$ cat config.mk
export PLATFORM = sky130hd
export DESIGN_NAME = uart_tx_serializer
export DESIGN_NICKNAME = d
export VERILOG_FILES = /design/src/rtl/uart_pkg.sv /design/src/rtl/uart_tx_bit_timer.sv /design/src/rtl/uart_tx_serializer.sv
export SDC_FILE = /design/constraint.sdc
export NUM_CORES = 1
export LEC_CHECK = 0
export ABC_AREA = 1
export CORE_AREA = 2 2 69 71
export CTS_CLUSTER_DIAMETER = 30
export DETAILED_ROUTE_END_ITERATION = 12
export DIE_AREA = 0 0 71 73
export MAX_ROUTING_LAYER = met4
export PLACE_DENSITY = 0.65
export SLEW_MARGIN = 20
export SYNTH_ARGS = -nofsm -noshare
export SYNTH_HDL_FRONTEND = slang
export SYNTH_SLANG_ARGS = --single-unit
$ cat constraint.sdc
create_clock -name CLK -period 1.7 [get_ports CLK]
set_input_delay 0.255 -clock CLK [delete_from_list [all_inputs] [get_ports CLK]]
set_output_delay 0.255 -clock CLK [all_outputs]
set_load 0.01 [all_outputs]
$ cat src/rtl/uart_pkg.sv
// Shared constants for the UART transmit path: FSM encoding, parity selectors,
// line idle level and default widths.
package uart_pkg;

  typedef enum logic [2:0] {
    IDLE   = 3'd0,
    START  = 3'd1,
    DATA   = 3'd2,
    PARITY = 3'd3,
    STOP   = 3'd4
  } tx_state_t;

  localparam logic PAR_EVEN      = 1'b0;
  localparam logic PAR_ODD       = 1'b1;
  localparam logic TX_IDLE_LEVEL = 1'b1;

  localparam int DEFAULT_DATA_WIDTH     = 8;
  localparam int DEFAULT_PRESCALE_WIDTH = 6;

endpackage

$ cat src/rtl/uart_tx_bit_timer.sv
// Per-bit cycle counter; the bit length is captured on clear so a frame keeps
// its timing even if the prescale input moves underneath it.
module uart_tx_bit_timer #(
  parameter int PRESCALE_WIDTH = 6
) (
  input  logic                      clk,
  input  logic                      rst,
  input  logic                      clear,
  input  logic                      enable,
  input  logic [PRESCALE_WIDTH-1:0] prescale,
  output logic                      bit_done
);

  logic [PRESCALE_WIDTH-1:0] cycle_cnt;
  logic [PRESCALE_WIDTH-1:0] last_cnt;

  assign bit_done = enable && (cycle_cnt == last_cnt);

  // Terminal count is stored as P-1; prescale 0 collapses to a 1-cycle bit.
  always_ff @(posedge clk) begin
    if (rst) begin
      cycle_cnt <= '0;
      last_cnt  <= '0;
    end else if (clear) begin
      cycle_cnt <= '0;
      last_cnt  <= (prescale == '0) ? '0 : prescale - 1'b1;
    end else if (enable) begin
      cycle_cnt <= bit_done ? '0 : cycle_cnt + 1'b1;
    end
  end

endmodule

$ cat src/rtl/uart_tx_serializer.sv
// UART frame transmitter: start bit, LSB-first data, optional parity, stop bit,
// each bit held for Prescale clock cycles of the oversampled clock.
module uart_tx_serializer
  import uart_pkg::*;
#(
  parameter int DATA_WIDTH     = DEFAULT_DATA_WIDTH,
  parameter int PRESCALE_WIDTH = DEFAULT_PRESCALE_WIDTH
) (
  input  logic                      CLK,
  input  logic                      RST,
  input  logic [DATA_WIDTH-1:0]     P_DATA,
  input  logic                      Data_Valid,
  input  logic                      PAR_EN,
  input  logic                      PAR_TYP,
  input  logic [PRESCALE_WIDTH-1:0] Prescale,
  output logic                      TX_OUT,
  output logic                      Busy
);

  localparam int BIT_CNT_W = (DATA_WIDTH > 1) ? $clog2(DATA_WIDTH) : 1;
  localparam logic [BIT_CNT_W-1:0] LAST_BIT = BIT_CNT_W'(DATA_WIDTH - 1);

  tx_state_t             state;
  logic [DATA_WIDTH-1:0] shift_q;
  logic [BIT_CNT_W-1:0]  bit_cnt;
  logic                  par_en_q;
  logic                  parity_q;
  logic                  bit_done;
  logic                  accept;
  logic                  timer_en;

  function automatic logic calc_parity(input logic [DATA_WIDTH-1:0] d, input logic typ);
    return (^d) ^ typ;
  endfunction

  // A new byte is taken when idle, or on the final stop cycle for gapless frames.
  assign accept   = Data_Valid && ((state == IDLE) || ((state == STOP) && bit_done));
  assign timer_en = (state != IDLE);

  uart_tx_bit_timer #(
    .PRESCALE_WIDTH(PRESCALE_WIDTH)
  ) u_bit_timer (
    .clk     (CLK),
    .rst     (RST),
    .clear   (accept),
    .enable  (timer_en),
    .prescale(Prescale),
    .bit_done(bit_done)
  );

  always_ff @(posedge CLK) begin
    if (RST) begin
      state    <= IDLE;
      shift_q  <= '0;
      bit_cnt  <= '0;
      par_en_q <= 1'b0;
      parity_q <= 1'b0;
      TX_OUT   <= TX_IDLE_LEVEL;
      Busy     <= 1'b0;
    end else if (accept) begin
      state    <= START;
      shift_q  <= P_DATA;
      bit_cnt  <= '0;
      par_en_q <= PAR_EN;
      parity_q <= calc_parity(P_DATA, PAR_TYP);
      TX_OUT   <= 1'b0;
      Busy     <= 1'b1;
    end else if (bit_done) begin
      case (state)
        START: begin
          state  <= DATA;
          TX_OUT <= shift_q[0];
        end
        DATA: begin
          if (bit_cnt == LAST_BIT) begin
            if (par_en_q) begin
              state  <= PARITY;
              TX_OUT <= parity_q;
            end else begin
              state  <= STOP;
              TX_OUT <= TX_IDLE_LEVEL;
            end
          end else begin
            bit_cnt <= bit_cnt + 1'b1;
            shift_q <= shift_q >> 1;
            TX_OUT  <= shift_q[1];
          end
        end
        PARITY: begin
          state  <= STOP;
          TX_OUT <= TX_IDLE_LEVEL;
        end
        STOP: begin
          state  <= IDLE;
          TX_OUT <= TX_IDLE_LEVEL;
          Busy   <= 1'b0;
        end
        default: begin
          state  <= IDLE;
          TX_OUT <= TX_IDLE_LEVEL;
          Busy   <= 1'b0;
        end
      endcase
    end
  end

endmodule

==> metrics list, run 1 <==
- The max-slew violation count was 0.
* Combinational fraction of design power: 0.237
- RD Place Congestion: 0.8363
* Areal power density over the cells: 838.1 nW/um2
- Number of max-cap violations: 0
- Launch instance of the worst min-delay path: shift_q[7]$_SDFFE_PP0P_
* Number of buffers inserted by port buffering: 20
- Gate count after technology mapping: 244
* List of cells traversed by the critical path: inv_1 -> nand2_1 -> nand2_1 -> nor2_4 -> nand3_4 -> nand2_4 -> nand2_4 -> nand2_2 -> o22ai_1
- Clock input transition at the sequential cells of the worst setup and hold paths: 0.06 ns
* Depth of the worst register-to-register path: 9
- The H-tree was split into 2 levels.
* Fraction of power consumed by the clock network: 0.328
- For this run, design rule violations remaining after detail routing come to 0.
- First-pass iteration count of the detailed router: 4
- After synthesis, the largest family of logic cells by area is simple AND/OR/NAND/NOR gates.
- Timing would allow up to 641.3 MHz.
- Synthesis-stage register bit count: 30
- Largest buffer count on any clock path: 2
- Final setup violation count: 0
- After global routing the overflow that remains totals 0.
- Worst hold endpoint: shift_q[7]$_SDFFE_PP0P_
- Startpoint class of the critical path: register
- Of the cells placed in the final design, the portion with a size suffix greater than 1 is 0.1398.
* Count of clock tree sinks: 30
* Maximum number of pins on one net before global-route repair: 16
* Number of synthesis warnings: 0
- Area of the die: 5183 um2
* Net load switching power: 532.4 uW
- The initial utilization of the core area, before any placement, comes to 0.3752.
- In this run the horizontal extent of the chip is 71 um.
- Sequential cell fraction of total power: 0.435
* Number of clock buffers inserted by TritonCTS: 5
* Final Hold Viols: 0
* Worst Skew: 0.007583 ns
- Yosys attributes the largest share of cell area to sky130_fd_sc_hd__dfxtp_1, sky130_fd_sc_hd__nand2_1, sky130_fd_sc_hd__inv_1, sky130_fd_sc_hd__nand3_1, sky130_fd_sc_hd__a21oi_1.
* Wirelength, routed: 3443 um
* Classification of the worst setup path: reg -> reg
- The first global-routing pass estimated 6306 um of wire.
- In this run the critical register-to-register path is captured at u_bit_timer.last_cnt[2]$_SDFFE_PP0N_.
- Along the worst path, the maximum fanout reaches 15.
- The share of synthesized area in the top cell type comes to 0.3529.
* Leading cell types in the layout, fill and taps excluded: sky130_fd_sc_hd__nand2_1, sky130_fd_sc_hd__inv_1, sky130_fd_sc_hd__dfxtp_1
* Most common library cell in the layout ignoring fill and taps: sky130_fd_sc_hd__nand2_1
- Data arrival time at the worst-slack endpoint: 1.72 ns
- The path class of the tightest hold or removal check is reg -> reg.
* Setup total negative slack: 0 ns
- The floorplan has 25 rows.
- Data on the critical path is required at its endpoint by 1.86 ns.
- Setup repair after global routing missed its margin: no
* Area growth from synthesis to final layout: 26.40%
* Aggregate global-route resource usage: 0.1590
- Leakage Power: 0.0009348 uW
- Internal power comes to 1270 uW.
- Switching Fraction: 0.2954
* Number of global-route vias before repair: 1455
- The number of antenna diodes in the final layout is 0.
* Routed vias: 1582
- sky130_fd_sc_hd__dfxtp_1 takes more of the synthesized area than any other cell.
- The startpoint identified for the worst register-to-register timing path is u_bit_timer.cycle_cnt[1]$_SDFFE_PP0P_.
* Number of distinct library cell variants in the gate-level netlist after synthesis: 32
- Number of nets still failing antenna checks after routing: 0
- Violation count after the first detailed-route iteration: 70
* Detail-routed via count per cell: 4.751
- The clock reaches the later pin of the worst-skew pair after 0.28 ns.
- In this run the cell area of the synthesized design comes to 1702 um2.
- Antenna violations before repair: 0
* Sequential fraction of the synthesis area: 0.3529
- Counting instances, the worst hold path has a depth of 2.
- Of the total synthesized cell area, the portion taken by XOR and XNOR cells is 0.05662.
- TritonCTS built the clock tree.
- Minimum clock period: 1.559 ns
* Synthesized-area fraction occupied by ao, oa, aoi and oai cells: 0.1346
- Adder-cell area share of the yosys netlist: 0.03676
- Of the total synthesized cell area, the portion taken by AND, OR, NAND and NOR gates is 0.3059.
* Max incr delay on CP: 0.36 ns
* Element type at the critical path end: register
- For the pin with the worst max-slew slack, the measured transition is 0.3039 ns.
* Final worst-path cycle share: 0.9172
- The number of nets handed over by synthesis was 268.
- The cell sitting at the root of the clock tree is a sky130_fd_sc_hd__clkbuf_8.
* Top-level port count: 21
* Result of the run: completed
- The portion of synthesized area spent on multiplexers is 0.
- Avg Inst Size Synth: 6.974 um2
- After the last flow step, the layout net total stands at 302.
- Total power of the final layout: 1803 uW
- The filler cells instantiated in the layout total 451.
* Relative slew slack: 0.7967
- In this run the vertical extent of the chip is 73 um.
* Placeable core region: 4536 um2
- Per-cell routed wire length: 10.34 um
- Detailed placement ended at an HPWL of 2671 um.
- The slowest stage of the critical path is the sky130_fd_sc_hd__dfxtp_1 cell.
* Worst IR Drop VDD: 0.3669 mV
- Register-to-Register Setup Slack: 0.14 ns
==> worst max-delay path, delay by kind of cell, from the launching register on <==
| kind | cells | cell delay [ns] |
|---|---|---|
| compound gates | 1 | 0.12 |
| simple gates | 7 | 0.88 |
| flops | 1 | 0.36 |
| buf+inv | 1 | 0.08 |
==> sequential cells by signal (all words and copies together) (netlist names), 3 cells and up <==
register               cells
u_bit_timer.cycle_cnt      6
state                      3
shift_q                    8
bit_cnt                    3
u_bit_timer.last_cnt       6
==> routing by layer <==
layer	up-vias	part of all wire	GRT usage
li1	858	-	-
met1	690	0.49	0.1905
met2	29	0.45	0.2503
met3	5	0.041	0.04144
met4	0	0.014	0.07547
met5	-	0	-
==> cell families after synthesis <==
kind of cell,after synthesis
and+or+nand+nor,108
adders and majority gates,5
DFF,30
AOI/OAI and AO/OA,42
buffers and inverters,48
xor gates and xnor gates,11
==> worst max-delay path by stage <==
stage | endpoint | slack [ns] | from
6_report | u_bit_timer.last_cnt[2]$_SDFFE_PP0N_ | 0.14 | u_bit_timer.cycle_cnt[1]$_SDFFE_PP0P_
3_5_place_dp | u_bit_timer.last_cnt[4]$_SDFFE_PP0N_ | 0.07 | Prescale[0]
5_1_grt | shift_q[6]$_SDFFE_PP0P_ | 0.0005 | u_bit_timer.cycle_cnt[3]$_SDFFE_PP0P_
3_3_place_gp | TX_OUT$_SDFFE_PP1P_ | 0.1 | u_bit_timer.cycle_cnt[0]$_SDFFE_PP0P_
2_1_floorplan | shift_q[6]$_SDFFE_PP0P_ | 0.19 | bit_cnt[0]$_SDFFE_PP0P_
4_1_cts | u_bit_timer.last_cnt[2]$_SDFFE_PP0N_ | 0.09 | u_bit_timer.cycle_cnt[2]$_SDFFE_PP0P_
==> power by group through the flow <==
stage               logic, uW  clock network [uW]  registers [uW]
finish                    428                 592             783
global route              483                 648             790
CTS                       423                 611             782
detailed placement        421                   0             797
global placement          420                   0             797
floorplan                 288                   0             793
==> synthesized netlist by cell type, drive strengths merged <==
| library cell | n |
|---|---|
| nand2 | 53 |
| inv | 43 |
| dfxtp | 30 |
| nand3 | 25 |
| a21oi | 20 |
| nor2 | 20 |
| o21ai | 12 |
| xor2 | 6 |
| ha | 5 |
| nor3 | 5 |
| o22ai | 5 |
| xnor2 | 5 |
| buf | 4 |
| a211oi | 2 |
| nand3b | 2 |
| a31oi | 1 |
| and2 | 1 |
| clkbuf | 1 |
| nand4 | 1 |
| o2111ai | 1 |
| o211ai | 1 |
| or2 | 1 |
==> metrics by stage <==
step	area (um2)	setup WS, ns	std cells	utilization	hold slack, ns
3_5_place_dp	2041	0.07197	325	0.4499	0.4569
6_report	2151	0.1407	333	0.4742	0.4650
5_1_grt	2151	0.0005331	333	0.4742	0.4777
3_3_place_gp	2041	0.09519	325	0.4499	0.4549
4_1_cts	2132	0.08631	333	0.4701	0.4666
2_1_floorplan	1702	0.1912	244	-	0.3614
==> timing repair <==
action | CTS | global route
buffers inserted | 0 | 0
gates resized for setup | 0 | 6
hold buffers | 0 | 0
endpoints found under the setup margin | 0 | 20
==> cell type report <==
type	count	area [um2]	share of cell area
clock buffers	7	86.33	0.04014
well taps	54	67.56	0.03141
inverters	43	161.4	0.07504
flip-flops and latches	30	604.3	0.2810
repair buffers	32	302.8	0.1408
clock inverters	1	5.005	0.002327
multi-input cells	166	923.4	0.4293
Note: power is estimated with default switching activity, not from simulation.
==> run 2: changes to the inputs <==
--- a/config.mk
+++ b/config.mk
@@ -7,7 +7,6 @@
 export LEC_CHECK = 0
 export ABC_AREA = 1
 export CORE_AREA = 2 2 69 71
-export CTS_CLUSTER_DIAMETER = 30
 export DETAILED_ROUTE_END_ITERATION = 12
 export DIE_AREA = 0 0 71 73
 export MAX_ROUTING_LAYER = met4
==> results of run 2 <==
Final layout, timing and power as in run 1 (identical DEF).
==> run 3: changes to the inputs <==
--- a/config.mk
+++ b/config.mk
@@ -6,12 +6,13 @@
 export NUM_CORES = 1
 export LEC_CHECK = 0
 export ABC_AREA = 1
-export CORE_AREA = 2 2 69 71
+export CORE_AREA = 2 2 70 72
 export DETAILED_ROUTE_END_ITERATION = 12
-export DIE_AREA = 0 0 71 73
+export DIE_AREA = 0 0 72 74
 export MAX_ROUTING_LAYER = met4
 export PLACE_DENSITY = 0.65
 export SLEW_MARGIN = 20
 export SYNTH_ARGS = -nofsm -noshare
 export SYNTH_HDL_FRONTEND = slang
+export SYNTH_HIERARCHICAL = 1
 export SYNTH_SLANG_ARGS = --single-unit
==> run 3 against run 2 <==
The flow now finishes with violations (setup timing). Clock skew grew 0.0045 ns. Total power grew 21%. First-iteration DRC count grew 17%. Global-route usage grew 1.3 points. Utilization grew 8.0 points. Die area grew 2.8%. Maximum frequency shrank 13%. Critical path depth grew 8. Synthesized cell count grew 6.1%. Critical path type unchanged.
==> metrics list, run 3 <==
- Result of the run: finished with violations (was completed).
- Violated checks: setup timing
- Xor and xnor fraction of the mapped netlist area: 0.04922 (was 0.05662)
* Area growth from synthesis to final layout: 45.36% (was 26.40%)
- The setup-violating endpoint count in the final report came to 27 (was 0).
- The placer's final routability congestion estimate was 0.8268 (was 0.8363).
- Post-synthesis mux area share: 0 (unchanged)
- Data arrival time at the worst-slack endpoint: 2.01 ns (was 1.72 ns)
* Chip height: 74 um (was 73 um)
* Most common library cell in the layout ignoring fill and taps: sky130_fd_sc_hd__nand2_1 (unchanged)
- The most used flip-flop cell after synthesis is sky130_fd_sc_hd__dfxtp_1 (unchanged).
- The detailed-placement wirelength estimate came to 3095 um (was 2671 um).
- Number of nets still failing antenna checks after routing: 0 (unchanged)
* Register ranked first by flip-flop count: shift_q (unchanged)
- The cell area after synthesis was 1754 um2 (was 1702 um2).
- The count of standard-cell rows came to 25 (unchanged).
* Total of fill cells in the finished design: 420 (was 451)
- The CTS tree was built (unchanged).
* Dominant combinational cell family by area after synthesis: simple AND/OR/NAND/NOR gates (unchanged)
* Antenna violations before repair: 0 (unchanged)
- The category of the most critical setup path is reg -> reg (unchanged).
* Clock input transition at the sequential cells of the worst setup and hold paths: 0.08 ns (was 0.06 ns)
- Post-synthesis simple-gate area fraction: 0.3367 (was 0.3059)
* Root buf cell: sky130_fd_sc_hd__clkbuf_8 (unchanged)
- Setup repair after global routing missed its margin: yes (was no)
- Setup WS pre-CTS: -0.04693 ns (was 0.07197 ns)
- The maximum ir drop on the vdd rail was 0.5097 mV (was 0.3669 mV).
- The total nets after synthesis came to 283 (was 268).
* Routed vias: 1746 (was 1582)
- The placed cell count came to 359 (was 325).
* Maximum fanout count along the critical path: 5 (was 15)
* Gate count after technology mapping: 259 (was 244)
* Element type at the critical path end: register (unchanged)
- Top-count cell post-synth: sky130_fd_sc_hd__nand2_1 (unchanged)
- The portion of synthesized cell area occupied by the leading cell type came to 0.3424 (was 0.3529).
- Count of clock tree sinks: 30 (unchanged)
- Final worst-path setup slack: -0.08480 ns (was 0.1407 ns)
* Per-cell routed wire length: 11.20 um (was 10.34 um)
* First-pass iteration count of the detailed router: 4 (unchanged)
- Areal power density over the cells: 855.4 nW/um2 (was 838.1 nW/um2)
- Leakage Power: 0.001166 uW (was 0.0009348 uW)
- The all-layer global routing usage came to 0.1715 (was 0.1590).
- The starting density of the core was 0.3815 (was 0.3752).
* Count of unresolved DRC violations after routing: 0 (unchanged)
- Registers with the most flip-flops: shift_q x8, u_bit_timer/cycle_cnt x6, u_bit_timer/last_cnt x6 (was shift_q x8, u_bit_timer.cycle_cnt x6, u_bit_timer.last_cnt x6).
- Synthesis-stage register bit count: 30 (unchanged)
* Final cell count without fillers: 372 (was 333)
- Sequential fraction of the synthesis area: 0.3424 (was 0.3529)
- Diodes inserted: 0 (unchanged)
- The proportion of register bits with asynchronous set or reset after synthesis was 0 (unchanged).
- The deepest clock path buffer count was 2 (unchanged).
- The I/O pin total is 21 (unchanged).
- Max Fclk: 560.3 MHz (was 641.3 MHz)
* Final Hold Viols: 0 (unchanged)
* Footprint of the flip-flops and latches: 609.3 um2 (was 604.3 um2)
* Max Transition Viols Final: 0 (unchanged)
- Utilization after layout: 0.5546 (was 0.4742)
- The critical path data required time was 1.93 ns (was 1.86 ns).
* Startpoint class of the critical path: register (unchanged)
- The total number of H-tree levels was 2 (unchanged).
- Type of the worst min-delay path: reg -> reg (unchanged)
- The library cell occupying the most area in the post-synthesis netlist is sky130_fd_sc_hd__dfxtp_1 (unchanged).
- Number of buffers inserted by port buffering: 20 (unchanged)
- The clock skew after layout came to 0.01210 ns (was 0.007583 ns).
* Clock insertion delay at the later pin of the skew report: 0.29 ns (was 0.28 ns)
- Fin nets: 341 (was 302)
- The maximum number of pins on one net before global-route repair is 19 (was 16).
- The post-layout minimum cycle time was 1.785 ns (was 1.559 ns).
- The fraction of final layout cells sized beyond drive strength 1 is 0.2862 (was 0.1398).
- Relative slew slack: 0.7504 (was 0.7967)
- The x dimension of the die was 72 um (was 71 um).
- Avg Inst Size Synth: 6.773 um2 (was 6.974 um2)
* Final worst-path cycle share: 1.050 (was 0.9172)
- The number of flops mapped to enable cells by yosys was 0 (unchanged).
- The number of DRC violations after detailed-routing iteration 0 came to 82 (was 70).
* Leading cell types in the layout, fill and taps excluded: sky130_fd_sc_hd__nand2_1, sky130_fd_sc_hd__inv_1, sky130_fd_sc_hd__buf_4 (was sky130_fd_sc_hd__nand2_1, sky130_fd_sc_hd__inv_1, sky130_fd_sc_hd__dfxtp_1)
* Number of max-cap violations: 0 (unchanged)
- The multi-input logic area was 1070 um2 (was 923.4 um2).
* Number of synthesis warnings: 6 (was 0)
- Detail-routed via count per cell: 4.694 (was 4.751)
- Number of distinct library cell variants in the gate-level netlist after synthesis: 30 (was 32)
* Min Hold Slack: 0.4587 ns (was 0.4650 ns)
* Leading cell types by count after synthesis: sky130_fd_sc_hd__nand2_1, sky130_fd_sc_hd__inv_1, sky130_fd_sc_hd__dfxtp_1, sky130_fd_sc_hd__nand3_1, sky130_fd_sc_hd__nor2_1 (was sky130_fd_sc_hd__nand2_1, sky130_fd_sc_hd__inv_1, sky130_fd_sc_hd__dfxtp_1, sky130_fd_sc_hd__nand3_1, sky130_fd_sc_hd__a21oi_1)
- The number of flip-flops in the largest register was 8 (unchanged).
- The adder and majority cell fraction of the synthesized area is 0.03566 (was 0.03676).
- Global-route wire length before repair: 6748 um (was 6306 um)
- Area of the die: 5328 um2 (was 5183 um2)
- Pin slew with the least headroom to its limit: 0.3716 ns (was 0.3039 ns)
- Number of global-route vias before repair: 1615 (was 1455)
- The routed wire length is 4167 um (was 3443 um).
* Top cells by area, synth: sky130_fd_sc_hd__dfxtp_1, sky130_fd_sc_hd__nand2_1, sky130_fd_sc_hd__inv_1, sky130_fd_sc_hd__nand3_1, sky130_fd_sc_hd__a21oi_1 (unchanged)
- The fraction of the mapped netlist area in compound gates was 0.1220 (was 0.1346).
* Number of clock buffers inserted by TritonCTS: 5 (unchanged)
* Placeable core region: 4598 um2 (was 4536 um2)
* Global route total overflow: 0 (unchanged)
[run 3: changes by cell type after synthesis, moves of 3 or more]
cell,before,now
sky130_fd_sc_hd__nand3_1,23,16
sky130_fd_sc_hd__nand2_1,49,81
sky130_fd_sc_hd__a21oi_1,20,14
sky130_fd_sc_hd__nor3_1,5,2
sky130_fd_sc_hd__xnor2_1,5,2
sky130_fd_sc_hd__o21ai_2,0,4
[run 3: per-layer routing]
metal,wire (um),global-route usage,up-vias
met4,42,0.07547,0
li1,-,-,923
met5,0,-,-
met2,2219,0.3086,23
met3,131,0.04065,2
met1,1774,0.1792,798
[run 3: area by class of cell]
| class | count | share of cell area |
|---|---|---|
| clock buffer | 5 | 0.02699 |
| clock inverter | 3 | 0.01570 |
| inverter | 45 | 0.07507 |
| multi-input combinational | 181 | 0.4195 |
| sequential | 30 | 0.2390 |
| tap | 54 | 0.02650 |
| timing repair buffer | 54 | 0.1973 |
[run 3: worst paths after layout]
kind,depth (start not counted),startpoint,end,slack (ns)
worst min register to register,2,shift_q[5]$_SDFFE_PP0P_,shift_q[5]$_SDFFE_PP0P_,0.46
worst max register to register,17,state[1]$_SDFFE_PP0P_,u_bit_timer/last_cnt[4]$_SDFFE_PP0P_,-0.08
worst min-delay path,2,shift_q[5]$_SDFFE_PP0P_,shift_q[5]$_SDFFE_PP0P_,0.46
worst max-delay path,17,state[1]$_SDFFE_PP0P_,u_bit_timer/last_cnt[4]$_SDFFE_PP0P_,-0.08
[run 3: per-stage QoR]
stage                     total power (uW)  TNS [ns]  instance area, um2
final                                 2181    -1.033                2550
after global routing                  2303    -4.673                2550
after CTS                             2106   -0.3367                2394
after detailed placement              1379   -0.1928                2267
after global placement                1371         0                2267
after floorplan                       1149   -0.2683                1799
[run 3: repair_timing]
item	4_1_cts	5_1_grt
endpoints found under the setup margin	25	30
hold buffers	0	0
gates cloned	0	2
setup buffers	1	2
gates resized for setup	3	22
pin swaps	0	1
[run 3: worst max-delay path, stage by stage, from the launching register on]
cell and delay, ns:
sky130_fd_sc_hd__dfxtp_2 0.35, sky130_fd_sc_hd__nor2_4 0.05, sky130_fd_sc_hd__nand2_2 0.07, sky130_fd_sc_hd__inv_2 0.04, sky130_fd_sc_hd__nor2_2 0.12, sky130_fd_sc_hd__nand2_1 0.07
sky130_fd_sc_hd__nor2_2 0.11, sky130_fd_sc_hd__nand2_2 0.07, sky130_fd_sc_hd__inv_2 0.06, sky130_fd_sc_hd__inv_2 0.04, sky130_fd_sc_hd__nand2_4 0.06, sky130_fd_sc_hd__nand3_4 0.12
sky130_fd_sc_hd__buf_12 0.17, sky130_fd_sc_hd__clkinv_8 0.05, sky130_fd_sc_hd__nand3_4 0.12, sky130_fd_sc_hd__inv_4 0.10, sky130_fd_sc_hd__nand2_2 0.05, sky130_fd_sc_hd__o21ai_1 0.06
[run 3: logic make-up (layout without fill, tap and decap cells)]
logic type | count (synthesis) | after routing
and+or+nand+nor | 131 | 131
buffers and inverters | 48 | 107
AOI/OAI and AO/OA | 36 | 36
DFF | 30 | 30
xor gates and xnor gates | 9 | 9
adders and majority gates | 5 | 5
[run 3: report_power, final]
part	total (uW)	internal, uW	leakage (uW)	switching, uW
Combinational	674	323	0.000862	350
Sequential	795	759	0.000247	35.9
Clock	713	431	0.0000579	282
